<file path="config.mk">
export PLATFORM = sky130hd
export DESIGN_NAME = fifo
export DESIGN_NICKNAME = d
export VERILOG_FILES = /design/src/rtl/fifo.sv
export SDC_FILE = /design/constraint.sdc
export NUM_CORES = 1
export LEC_CHECK = 0
export CORE_MARGIN = 2
export CORE_UTILIZATION = 31
export CTS_BUF_LIST = sky130_fd_sc_hd__clkbuf_8
export DETAILED_ROUTE_END_ITERATION = 6
export GPL_ROUTABILITY_DRIVEN = 0
export PLACE_DENSITY_LB_ADDON = 0.15
export SYNTH_ARGS = -nofsm -noshare
export SYNTH_HDL_FRONTEND = slang
export SYNTH_SLANG_ARGS = --single-unit
</file>
<file path="constraint.sdc">
create_clock -name clk -period 6 [get_ports clk]
set_input_delay 1.2 -clock clk [delete_from_list [all_inputs] [get_ports clk]]
set_output_delay 1.2 -clock clk [all_outputs]
set_load 0.02 [all_outputs]
</file>
<file path="src/rtl/fifo.sv">
// fifo: single-clock FIFO with registered read data and full/empty flags; FIFO_ERR_FLAGS_EN adds sticky overflow/underflow
//   clk, rst (async, active-high), write_en/read_en requests, data_in word,
//   full/empty status, data_out registered read word, [overflow/underflow sticky errors]
module fifo #(
  parameter int DATA_WIDTH = 8,
  parameter int DEPTH = 16
) (
  input  logic                  clk,
  input  logic                  rst,
  input  logic                  write_en,
  input  logic                  read_en,
  input  logic [DATA_WIDTH-1:0] data_in,
`ifdef FIFO_ERR_FLAGS_EN
  output logic                  overflow,
  output logic                  underflow,
`endif
  output logic                  full,
  output logic                  empty,
  output logic [DATA_WIDTH-1:0] data_out
);
  localparam int ADDR_WIDTH = $clog2(DEPTH);
  localparam logic [ADDR_WIDTH:0] one = 1;
  localparam logic [ADDR_WIDTH:0] full_count = (ADDR_WIDTH+1)'(DEPTH);
  logic [DATA_WIDTH-1:0] mem [DEPTH];
  logic [ADDR_WIDTH:0] wptr, rptr, count;
  logic do_wr, do_rd;
  assign empty = count == '0;
  assign full = count == full_count;
  assign do_wr = write_en && !full;
  assign do_rd = read_en && !empty;
  always_ff @(posedge clk)
    if (do_wr) mem[wptr[ADDR_WIDTH-1:0]] <= data_in;
  always_ff @(posedge clk or posedge rst)
    if (rst) begin
      wptr <= '0;
      rptr <= '0;
      count <= '0;
      data_out <= '0;
    end else begin
      if (do_wr) wptr <= wptr + one;
      if (do_rd) begin
        rptr <= rptr + one;
        data_out <= mem[rptr[ADDR_WIDTH-1:0]];
      end
      count <= (do_wr && !do_rd) ? count + one : (!do_wr && do_rd) ? count - one : count;
    end
`ifdef FIFO_ERR_FLAGS_EN
  always_ff @(posedge clk or posedge rst)
    if (rst) begin
      overflow <= 1'b0;
      underflow <= 1'b0;
    end else begin
      overflow <= overflow || (write_en && full);
      underflow <= underflow || (read_en && empty);
    end
`endif
endmodule

</file>
## After elaboration in Yosys (flattened, before gate mapping)

Memory sizes are Yosys's and may differ from the RTL's. A register that Yosys moved wholly into a read port is not among the register bits.
Cells that the tools add are included.

| operators by class | value |
|---|---|
| add/subtract/negate cells | 4 |
| multiply operators | 0 |
| divide/modulo/power cells | 0 |
| order comparisons | 0 |
| equality and inequality tests | 1 |
| shifts and indexed selects | 0 |
| mux-type cells | 4 |
| bitwise gates (word level) | 0 |
| reductions and logical operators | 10 |

Operators with widths:

| operator | count |
|---|---|
| adder 5 x 1 -> 5 bit (second input constant) | 3 |
| two-way mux 5 bit | 2 |
| == test 5 bit (second input constant) | 1 |
| zero test 5 bit | 1 |
| subtractor 5 x 1 -> 5 bit (second input constant) | 1 |
| logical AND 1 bit | 4 |
| zero test 1 bit | 4 |
| two-way mux 1 bit | 2 |
| nonzero test 2 bit | 1 |

| storage, ports and cells | value |
|---|---|
| register bits | 15 |
| latch bits | 0 |
| bits in writable memories | 128 |
| bits in read-only memories | 0 |
| bits of input ports | 12 |
| output and inout port bits | 10 |
| logic and storage cells | 23 |
| memories kept | 1 |

Memories:

| memory | words | bits a word | read ports | clocked after Yosys merged registers in | wr ports | line | RTL |
|---|---|---|---|---|---|---|---|
| mem | 16 | 8 | 1 | 1 | 1 | 24 | `logic [DATA_WIDTH-1:0] mem [DEPTH];` |

## Logic depth before layout (Yosys ltp)

Gate-level depths: netlist of the first run.

| logic depth | value |
|---|---|
| depth after elaboration | 7 |
| mapped depth | 10 |
| depth with buffers taken out | 9 |

## Worst setup path before layout of the first run

Ideal clock, no wire load.

| timing | value |
|---|---|
| path type | in2reg |
| from | input port write_en |
| to | register count[4] |
| library setup time | 0.080 ns |
| data arrival time | 3.043 ns |
| required time | 5.920 ns |
| path slack | 2.877 ns |
| stages on the path | 8 |
| path buffers | 0 |
| cells stage by stage | a21boi_1 ha_1 inv_1 fa_1 a21o_1 a21oi_1 mux2i_1 xnor2_1 |

| on the way | value |
|---|---|
| longest elaborated chain between the ends | 4 |
| elaborated cells on any way between the ends | 6 |

RTL lines:

| what | line | RTL |
|---|---|---|
| start, declared | 10 | `input logic write_en,` |
| logical AND 1 bit (*) | 29 | `assign do_wr = write_en && !full;` |
| zero test 1 bit | 45 | `count <= (do_wr && !do_rd) ? count + one : (!do_wr && do_rd) ? count - one : count;` |
| logical AND 1 bit | 45 |  |
| nonzero test 2 bit (no line) | - |  |
| end signal, assigned | 45 |  |
| end, declared | 25 | `logic [ADDR_WIDTH:0] wptr, rptr, count;` |

Mark *: on every way between the ends. The rest lies on a longest branch, timed or not.
A chain may end at the register's enable or synchronous reset.

## Worst setup path in the final report of the first run

| timing | value |
|---|---|
| from | input port write_en |
| to | memory mem[3][1], enable pin |

| on the way | value |
|---|---|
| longest elaborated chain between the ends | 3 |

RTL lines:

| what | line | RTL |
|---|---|---|
| logical AND 1 bit | 29 |  |
| named net do_wr | 26 | `logic do_wr, do_rd;` |
| two-way mux 1 bit | 32 | `if (do_wr) mem[wptr[ADDR_WIDTH-1:0]] <= data_in;` |
| two-way mux 1 bit (not written as such) | 32 |  |
| end, declared | 24 |  |

The timed path passes the listed nets, and every way through them passes these cells.

==> run metrics, run 1 <==
area grow syn2layout=13.5%; Layout Skew=0.0125 ns; CTS Buf Count=17; layout cells sized above 1=19.9%; Combinational Power Share=31.1%; All-Layer GR Usage=13.4%; Pleak=0.00220 µW; Slew Viols, Final=0; post-cts sizing count=0; met3 routed WL=464 µm; CTS sink cnt=149; WL per Instance=21.5 µm; Final ANT Viol Nets=0; f_max=0.285 GHz; max_cap viols=0; pre-CTS WS=2.07 ns; diode count=0; Startpoint Class=input port; post-synthesis sequential element count=149; crit path cell chain=clkdlybuf4s50_1 > a21boi_1 > nand2_1 > nor3_1; post-synthesis adder-cell area fraction=2.24%; core area=18,700 µm²; prevailing post-synth register cell=edfxtp_1; fin crit share=58.4%; Clock Path Buffers=2; post-synthesis compound-gate area fraction=3.41%; min cycle time layout=3.50 ns; full die area=20,200 µm²; Async SR Flop Fraction=14.1%; CTS clk-pin slew, worst paths=0.08 ns; met1 wire length=5.86 mm; routed vias/inst=4.87; Slowest cell on crit path=nor3_1; Sw Share=32.7%; Seq pwr share=46.2%; Worst VDD drop=0.123 mV; sequential cell area=4370 µm²; Sum Neg Setup Slack=0 ns; Post-synth EDFFs=128; Setup Fix Bufs, Post-CTS=0; Detailed Place HPWL=7.58 mm; post-synthesis xor/xnor area fraction=1.48%; # hold bufs at CTS=0; Clk Latency, worst-skew pair=0.44 ns; nets=351; Simple-Gate Fraction of Synth Area=2.88%; max_slew headroom=19.9%; Rows=50; DR WL met2=5.90 mm; I/O Pins=22; Setup WS post-layout=2.50 ns; pwr dens=458 nW/µm²; H-tree depth=4; Highest Signal Layer=met4; Die Width=142 µm; initial antenna violation count=0; Initial DRC Count=162; port bufs=21; Worst Path Required=6.06 ns; Slew @ Worst Pin=1.19 ns; Crit Path Max Fanout=9; Setup-failing EPs final=0; Worst setup EP type=flop; Post-route DRC=0; Starting Density=31.6%; Avg Cell Area, Syn=19.6 µm²; Pre-antenna DRT Iters=4; mux contribution to synthesized area=14.5%; Yosys cell types=31; RSZ-0062 raised after global routing=no; die height=142 µm; vias in the first global route=2,997; Int Power=2070 µW; WP data arrival=3.56 ns; Finished Cell Area=6710 µm²; Yosys warnings=0; WL final=12.4 mm; worst hold path type=flop to flop; Post-Synthesis Cells=302; dpl cell area=6360 µm²; Syn Nets=324; pin count of the biggest net entering global routing=35; type of the worst setup path=input port to flop; TritonCTS clock tree=built; switching pwr=1000 µW; clock power share=22.7%; post-synthesis sequential area ratio=73.9%; GRT overflow=0; clk root buf=clkbuf_8; Final Hold Vio Count=0; crit-path max cell delay=0.97 ns; first-pass GRT wire length=18.9 mm; synthesized area=5910 µm²; largest family of logic cells by synthesized area=multiplexers; fillers=1,737; status=completed; vias after detailed routing=2,800; footprint of the multi-input gates=1450 µm²; Core Util, Final=35.9%
[cells in the mapped netlist, types with 5 or more instances]
cell | count | area, µm²
buf_2 | 8 | 40.0
mux2i_1 | 8 | 80.1
inv_1 | 5 | 18.8
mux4_2 | 33 | 743
xnor2_1 | 7 | 61.3
dfrtp_1 | 21 | 526
nor2_1 | 17 | 63.8
ha_1 | 9 | 113
o22ai_1 | 7 | 43.8
a21o_1 | 9 | 67.6
nand2_1 | 8 | 30.0
edfxtp_1 | 128 | 3840
a211oi_1 | 7 | 52.6
[critical path: cells and delay by family]
| family | cells | cell delay (ns) |
|---|---|---|
| simple gates | 2 | 1.26 |
| buf+inv | 1 | 0.45 |
| compound gates | 1 | 0.65 |
[routing by layer]
| layer | track usage [%] | up-vias |
|---|---|---|
| li1 | - | 1260 |
| met1 | 18.3 | 1461 |
| met2 | 20.8 | 67 |
| met3 | 3.36 | 12 |
| met4 | 4.84 | 0 |
| met5 | 0 | - |
[kinds of logic after synthesis]
group,after synthesis
simple gates,38
fa+ha+maj,10
compound gates,30
flops,149
buf+inv,21
mux,44
xor+xnor,10
[power by group through the flow]
stage	registers (µW)	logic, µW	clock network (µW)
after floorplan	1400	702	0
after global placement	1440	981	0
after detailed placement	1440	983	0
after CTS	1420	985	715
after global routing	1440	1050	763
final	1420	955	698
[registers in the layout, indices dropped and copies added (netlist names)]
register / count
data_out: 8
count: 5
wptr: 4
mem: 128
rptr: 4
[layout make-up]
| cell class | instances | share of cell area (%) |
|---|---|---|
| Clock buffer | 17 | 3.49 |
| Multi-Input combinational cell | 132 | 21.6 |
| Timing Repair Buffer | 24 | 3.47 |
| Clock inverter | 14 | 1.68 |
| Tap cell | 234 | 4.36 |
| Sequential cell | 149 | 65.1 |
| Inverter | 5 | 0.280 |
[layout by cell type (no fill, tap or decap), drive strengths merged, types with 8 or more instances in the layout]
| cell type | netlist | routed |
|---|---|---|
| clkbuf | 4 | 17 |
| mux4 | 33 | 33 |
| nor2 | 17 | 17 |
| dfrtp | 21 | 21 |
| mux2i | 8 | 8 |
| a21o | 9 | 9 |
| nand2 | 8 | 8 |
| edfxtp | 128 | 128 |
| ha | 9 | 9 |
| clkdlybuf4s50 | 0 | 21 |
[path summary, 6_finish.rpt]
check	startpoint	to	slack (ns)	cells after the start
max	write_en	mem[3][1]	2.50	4
min	data_out[5]	data_out[5]	0.48	1
max reg2reg	count[0]	count[4]	3.02	10
min reg2reg	data_out[5]	data_out[5]	0.48	1
max in group asynchronous	rst	rptr[2]	4.14	2
min in group asynchronous	rst	data_out[0]	1.26	2
[stage by stage]
step | cells | power [µW] | hold slack, ns
detailed placement | 544 | 2430 | 0.467
CTS | 575 | 3120 | 0.485
global route | 575 | 3260 | 0.499
global placement | 544 | 2420 | 0.460
floorplan | 302 | 2100 | 0.495
finish | 575 | 3070 | 0.478
Power figures use the tool's default switching activity.
==> run 2, diff against run 1 <==
- clock period: 6 -> 3.5 ns (I/O delays scaled with it)
==> run metrics, run 2 (synthesized netlist as in run 1, its figures left out) <==
fillers=1,678 (was 1,737); vias in the first global route=2,956 (was 2,997); area grow syn2layout=17.0% (was 13.5%); WL final=11.9 mm (was 12.4 mm); Detailed Place HPWL=7.97 mm (was 7.58 mm); GRT overflow=0 (unchanged); Clock Path Buffers=2 (unchanged); clk root buf=clkbuf_8 (unchanged); Largest register FFs=128 (unchanged); Setup Fix Bufs, Post-CTS=0 (unchanged); diode count=0 (unchanged); Worst Hold Depth=1 (unchanged); initial antenna violation count=0 (unchanged); Starting Density=31.6% (unchanged); Combinational Power Share=28.9% (was 31.1%); FF-to-FF setup slack=0.71 ns (was 3.02 ns); WL per Instance=20.0 µm (was 21.5 µm); first-pass GRT wire length=18.2 mm (was 18.9 mm); pwr dens=785 nW/µm² (was 458 nW/µm²); hold endpoint=data_out[0] (was data_out[5]); RSZ-0062 raised after global routing=no (unchanged); Sw Share=30.9% (was 32.7%); CTS sink cnt=149 (unchanged); status=completed (unchanged); Reg2Reg Depth=9 (was 10); Seq pwr share=46.3% (was 46.2%); Worst setup EP type=output port (was flop); fin crit share=82.8%; met1 wire length=5.16 mm (was 5.86 mm); Clk Latency, worst-skew pair=0.44 ns (about the same); Int Power=3760 µW (was 2070 µW); I/O Pins=22 (unchanged); H-tree depth=4 (unchanged); Final Hold Vio Count=0 (unchanged); Die Width=142 µm (unchanged); Startpoint Class=flop (was input port); full die area=20,200 µm² (unchanged); clock power share=24.8% (was 22.7%); post-cts sizing count=0 (unchanged); Setup-failing EPs final=0 (unchanged); Slew Viols, Final=0 (unchanged); type of the worst setup path=flop to output port (was input port to flop); Pleak=0.00236 µW (was 0.00220 µW); Worst VDD drop=0.231 mV (was 0.123 mV); commonest cells after routing, fill and taps aside=edfxtp_1, mux4_2, buf_4, clkdlybuf4s50_1, dfrtp_1 (was edfxtp_1, mux4_2, clkdlybuf4s50_1, dfrtp_1); Worst Path Required=2.80 ns (was 6.06 ns); worst hold start=data_out[0] (was data_out[5]); port bufs=21 (unchanged); nets=370 (was 351); layout cells sized above 1=24.7% (was 19.9%); core area=18,700 µm² (unchanged); DR WL met2=6.30 mm (was 5.90 mm); Pwr Total=5430 µW (was 3070 µW); Final Hold Slack=0.480 ns (was 0.478 ns); Sum Neg Setup Slack=0 ns (unchanged); Crit Path Max Fanout=5 (was 9); # hold bufs at CTS=0 (unchanged); vias after detailed routing=2,826 (was 2,800); met3 routed WL=282 µm (was 464 µm); pre-CTS WS=0.590 ns (was 2.07 ns); Reg-to-Reg Start=count[0] (unchanged); Highest Signal Layer=met4 (unchanged); switching pwr=1680 µW (was 1000 µW); TritonCTS clock tree=built (unchanged); pin count of the biggest net entering global routing=25 (was 35); min cycle time layout=2.90 ns; Layout Skew=0.0111 ns (was 0.0125 ns); CTS Buf Count=17 (unchanged); CTS clk-pin slew, worst paths=0.08 ns (about the same); Setup WS post-layout=0.603 ns (was 2.50 ns); Core Util, Final=37.0% (was 35.9%); routed vias/inst=4.75 (was 4.87); Initial DRC Count=171 (was 162); most common cell after layout, fill and taps aside=edfxtp_1 (unchanged); max_cap viols=0 (unchanged); worst hold path type=flop to flop (unchanged); Pre-antenna DRT Iters=4 (unchanged); f_max=0.345 GHz; die height=142 µm (unchanged); max_slew headroom=38.2% (was 19.9%); Post-route DRC=0 (unchanged); Rows=50 (unchanged); Worst R2R End=count[4] (unchanged); WP data arrival=2.20 ns (was 3.56 ns); Final ANT Viol Nets=0 (unchanged); All-Layer GR Usage=12.8% (was 13.4%); Slew @ Worst Pin=0.925 ns (was 1.19 ns)
==> run 2: changes by cell type in the layout (fill, tap and decap cells not counted), sizes merged <==
| cell | before | now |
|---|---|---|
| inv | 6 | 9 |
| clkinv | 6 | 4 |
| buf | 3 | 22 |
| bufinv | 1 | 3 |
| clkbuf | 17 | 18 |
| clkinvlp | 6 | 3 |
==> run 2: how the worst max path moves through the flow <==
stage / slack, ns / endpoint / cells past startpoint / start
2_1_floorplan: 0.77 / count[4] / 10 / count[0]
3_3_place_gp: 0.63 / count[4] / 9 / write_en
3_5_place_dp: 0.59 / count[4] / 9 / write_en
4_1_cts: 0.54 / empty / 3 / count[0]
5_1_grt: 0.47 / empty / 3 / count[0]
6_report: 0.60 / empty / 3 / count[0]
==> run 2: critical path, stage by stage (launching register included) <==
cell	delay, ns
dfrtp_1	0.45
or4_1	0.58
nor2_1	0.12
clkdlybuf4s50_1	0.61
==> run 2: per-layer routing <==
layer / vias up / global-route usage [%]
li1: 1294 / -
met1: 1482 / 15.7
met2: 41 / 21.9
met3: 9 / 3.10
met4: 0 / 5.05
met5: - / 0
==> run 2: power by group through the flow <==
stage,clock [µW],sequential [µW],combinational [µW]
after CTS,1400,2530,1610
final,1350,2510,1570
after floorplan,0,2400,1200
after global placement,0,2560,1600
after global routing,1480,2570,1720
after detailed placement,0,2570,1610
==> run 2: final cells by class <==
type / instances / area (µm²) / area share (%)
Multi-Input combinational cell: 132 / 1450 / 20.9
Sequential cell: 149 / 4370 / 63.2
Clock buffer: 18 / 248 / 3.58
Timing Repair Buffer: 43 / 375 / 5.43
Inverter: 5 / 18.8 / 0.271
Clock inverter: 14 / 164 / 2.37
Tap cell: 234 / 293 / 4.23
==> run 2: stage by stage <==
stage / cells / cell area (µm²)
2_1_floorplan: 302 / 5910
3_3_place_gp: 563 / 6510
3_5_place_dp: 563 / 6510
4_1_cts: 595 / 6920
5_1_grt: 595 / 6920
6_report: 595 / 6920
==> run 3, diff against run 2 <==
- clock period: 3.5 -> 2.7 ns (I/O delays scaled with it)
==> run metrics, run 3 (synthesized netlist as in run 1, its figures left out) <==
nets=377 (was 370); RSZ-0062 raised after global routing=no (unchanged); Setup WS post-layout=0.131 ns (was 0.603 ns); Final Hold Slack=0.485 ns (was 0.480 ns); clk root buf=clkbuf_8 (unchanged); Worst Hold Depth=1 (unchanged); initial antenna violation count=0 (unchanged); pwr dens=1020 nW/µm² (was 785 nW/µm²); Clk Latency, worst-skew pair=0.45 ns (was 0.44 ns); core area=18,700 µm² (unchanged); fin crit share=95.1%; max_cap viols=0 (unchanged); pin count of the biggest net entering global routing=35 (was 25); die height=142 µm (unchanged); min cycle time layout=2.57 ns; Detailed Place HPWL=7.77 mm (was 7.97 mm); vias after detailed routing=2,921 (was 2,826); CTS Buf Count=17 (unchanged); type of the worst setup path=flop to output port (unchanged); port bufs=21 (unchanged); Pre-antenna DRT Iters=4 (unchanged); Slew Viols, Final=0 (unchanged); TritonCTS clock tree=built (unchanged); Crit Path Max Fanout=4 (was 5); crit-path max cell delay=0.59 ns (was 0.61 ns); layout cells sized above 1=27.7% (was 24.7%); Worst Path Required=2.16 ns (was 2.80 ns); All-Layer GR Usage=13.0% (was 12.8%); pre-CTS WS=-0.0201 ns (was 0.590 ns); CTS sink cnt=149 (unchanged); f_max=0.389 GHz; Setup-failing EPs final=0 (unchanged); WP data arrival=2.03 ns (was 2.20 ns); commonest cells after routing, fill and taps aside=edfxtp_1, mux4_2, buf_4, clkdlybuf4s50_1, dfrtp_1 (unchanged); WL per Instance=19.9 µm (was 20.0 µm); Starting Density=31.6% (unchanged); Reg2Reg Depth=9 (unchanged); Worst setup EP type=output port (unchanged); Final ANT Viol Nets=0 (unchanged); WL final=12.0 mm (was 11.9 mm); CTS clk-pin slew, worst paths=0.08 ns (about the same); Layout Skew=0.0109 ns (was 0.0111 ns); Rows=50 (unchanged); Post-route DRC=0 (unchanged); max_slew headroom=38.0% (was 38.2%); crit path cell chain=buf_4 > nor4_2 > and2_1 > clkdlybuf4s50_1 (was or4_1 > nor2_1 > clkdlybuf4s50_1); CP Buf/Inv Count=2 (was 1); diode count=0 (unchanged); # hold bufs at CTS=0 (unchanged); Pleak=0.00238 µW (was 0.00236 µW); H-tree depth=4 (unchanged); GRT overflow=0 (unchanged); Slew @ Worst Pin=0.928 ns (was 0.925 ns); Largest register FFs=128 (unchanged); I/O Pins=22 (unchanged); first-pass GRT wire length=18.7 mm (was 18.2 mm); Startpoint Class=flop (unchanged); Top Family by Delay on Critical Path=buffers and inverters (was simple AND/OR/NAND/NOR gates); status=completed (unchanged); worst hold path type=flop to flop (unchanged); most common cell after layout, fill and taps aside=edfxtp_1 (unchanged); Setup Fix Bufs, Post-CTS=0 (unchanged); Initial DRC Count=193 (was 171); Core Util, Final=37.3% (was 37.0%); full die area=20,200 µm² (unchanged); Clock Path Buffers=2 (unchanged); Worst VDD drop=0.337 mV (was 0.231 mV); area grow syn2layout=17.9% (was 17.0%); Slowest cell on crit path=clkdlybuf4s50_1 (unchanged); number of stages on the worst setup path=4 (was 3); Final Hold Vio Count=0 (unchanged); Die Width=142 µm (unchanged); routed vias/inst=4.85 (was 4.75); vias in the first global route=3,026 (was 2,956)
-- run 3: area by class of cell --
| cell class | count | area (µm²) |
|---|---|---|
| multi-input cells | 132 | 1470 |
| inverters | 5 | 18.8 |
| fillers | 1715 | 11700 |
| flip-flops and latches | 149 | 4370 |
| well taps | 234 | 293 |
| clock buffers | 17 | 234 |
| clock inverters | 15 | 151 |
| repair buffers | 50 | 439 |
-- run 3: worst register-to-register path: cells and delay by family (launching register included) --
family                     cells  cell delay [ns]
muxes                          1             0.23
AOI/OAI and AO/OA              3             0.51
DFF                            1             0.38
xor gates and xnor gates       1             0.13
and+or+nand+nor                1             0.55
adders and majority gates      2             0.58
buffers and inverters          1             0.08
-- run 3: power breakdown --
part           switching [µW]  total, µW  leakage [µW]  internal [µW]
combinational            1170       2330      0.000789           1160
sequential                227       3090       0.00140           2870
clock                     845       1670      0.000186            822
total                    2240       7090       0.00238           4850
-- run 3: worst paths after layout --
kind	startpoint	end	slack, ns
worst max-delay path	count[0]	full	0.13
max in group asynchronous	rst	rptr[1]	1.47
min in group asynchronous	rst	data_out[7]	0.60
worst min-delay path	data_out[4]	data_out[4]	0.49
worst max register to register	count[0]	count[4]	0.16
worst min register to register	data_out[4]	data_out[4]	0.49
-- run 3: layer usage --
metal  global-route usage (%)  wire, µm
met5                        0         0
met3                     3.16       393
met1                     17.5      5670
met2                     20.5      5750
met4                     5.21       175
-- run 3: what timing repair did --
item,4_1_cts,5_1_grt
setup endpoints to repair,1,2
gates resized for setup,1,5
pin swaps,0,0
-- run 3: stage by stage --
step	setup TNS, ns	cell area [µm²]	cells	total power [µW]
after CTS	0	6960	602	7180
final	0	6970	602	7090
after detailed placement	-0.0201	6570	570	5510
after floorplan	0	5920	302	4670
after global placement	0	6570	570	5490
after global routing	0	6970	602	7500
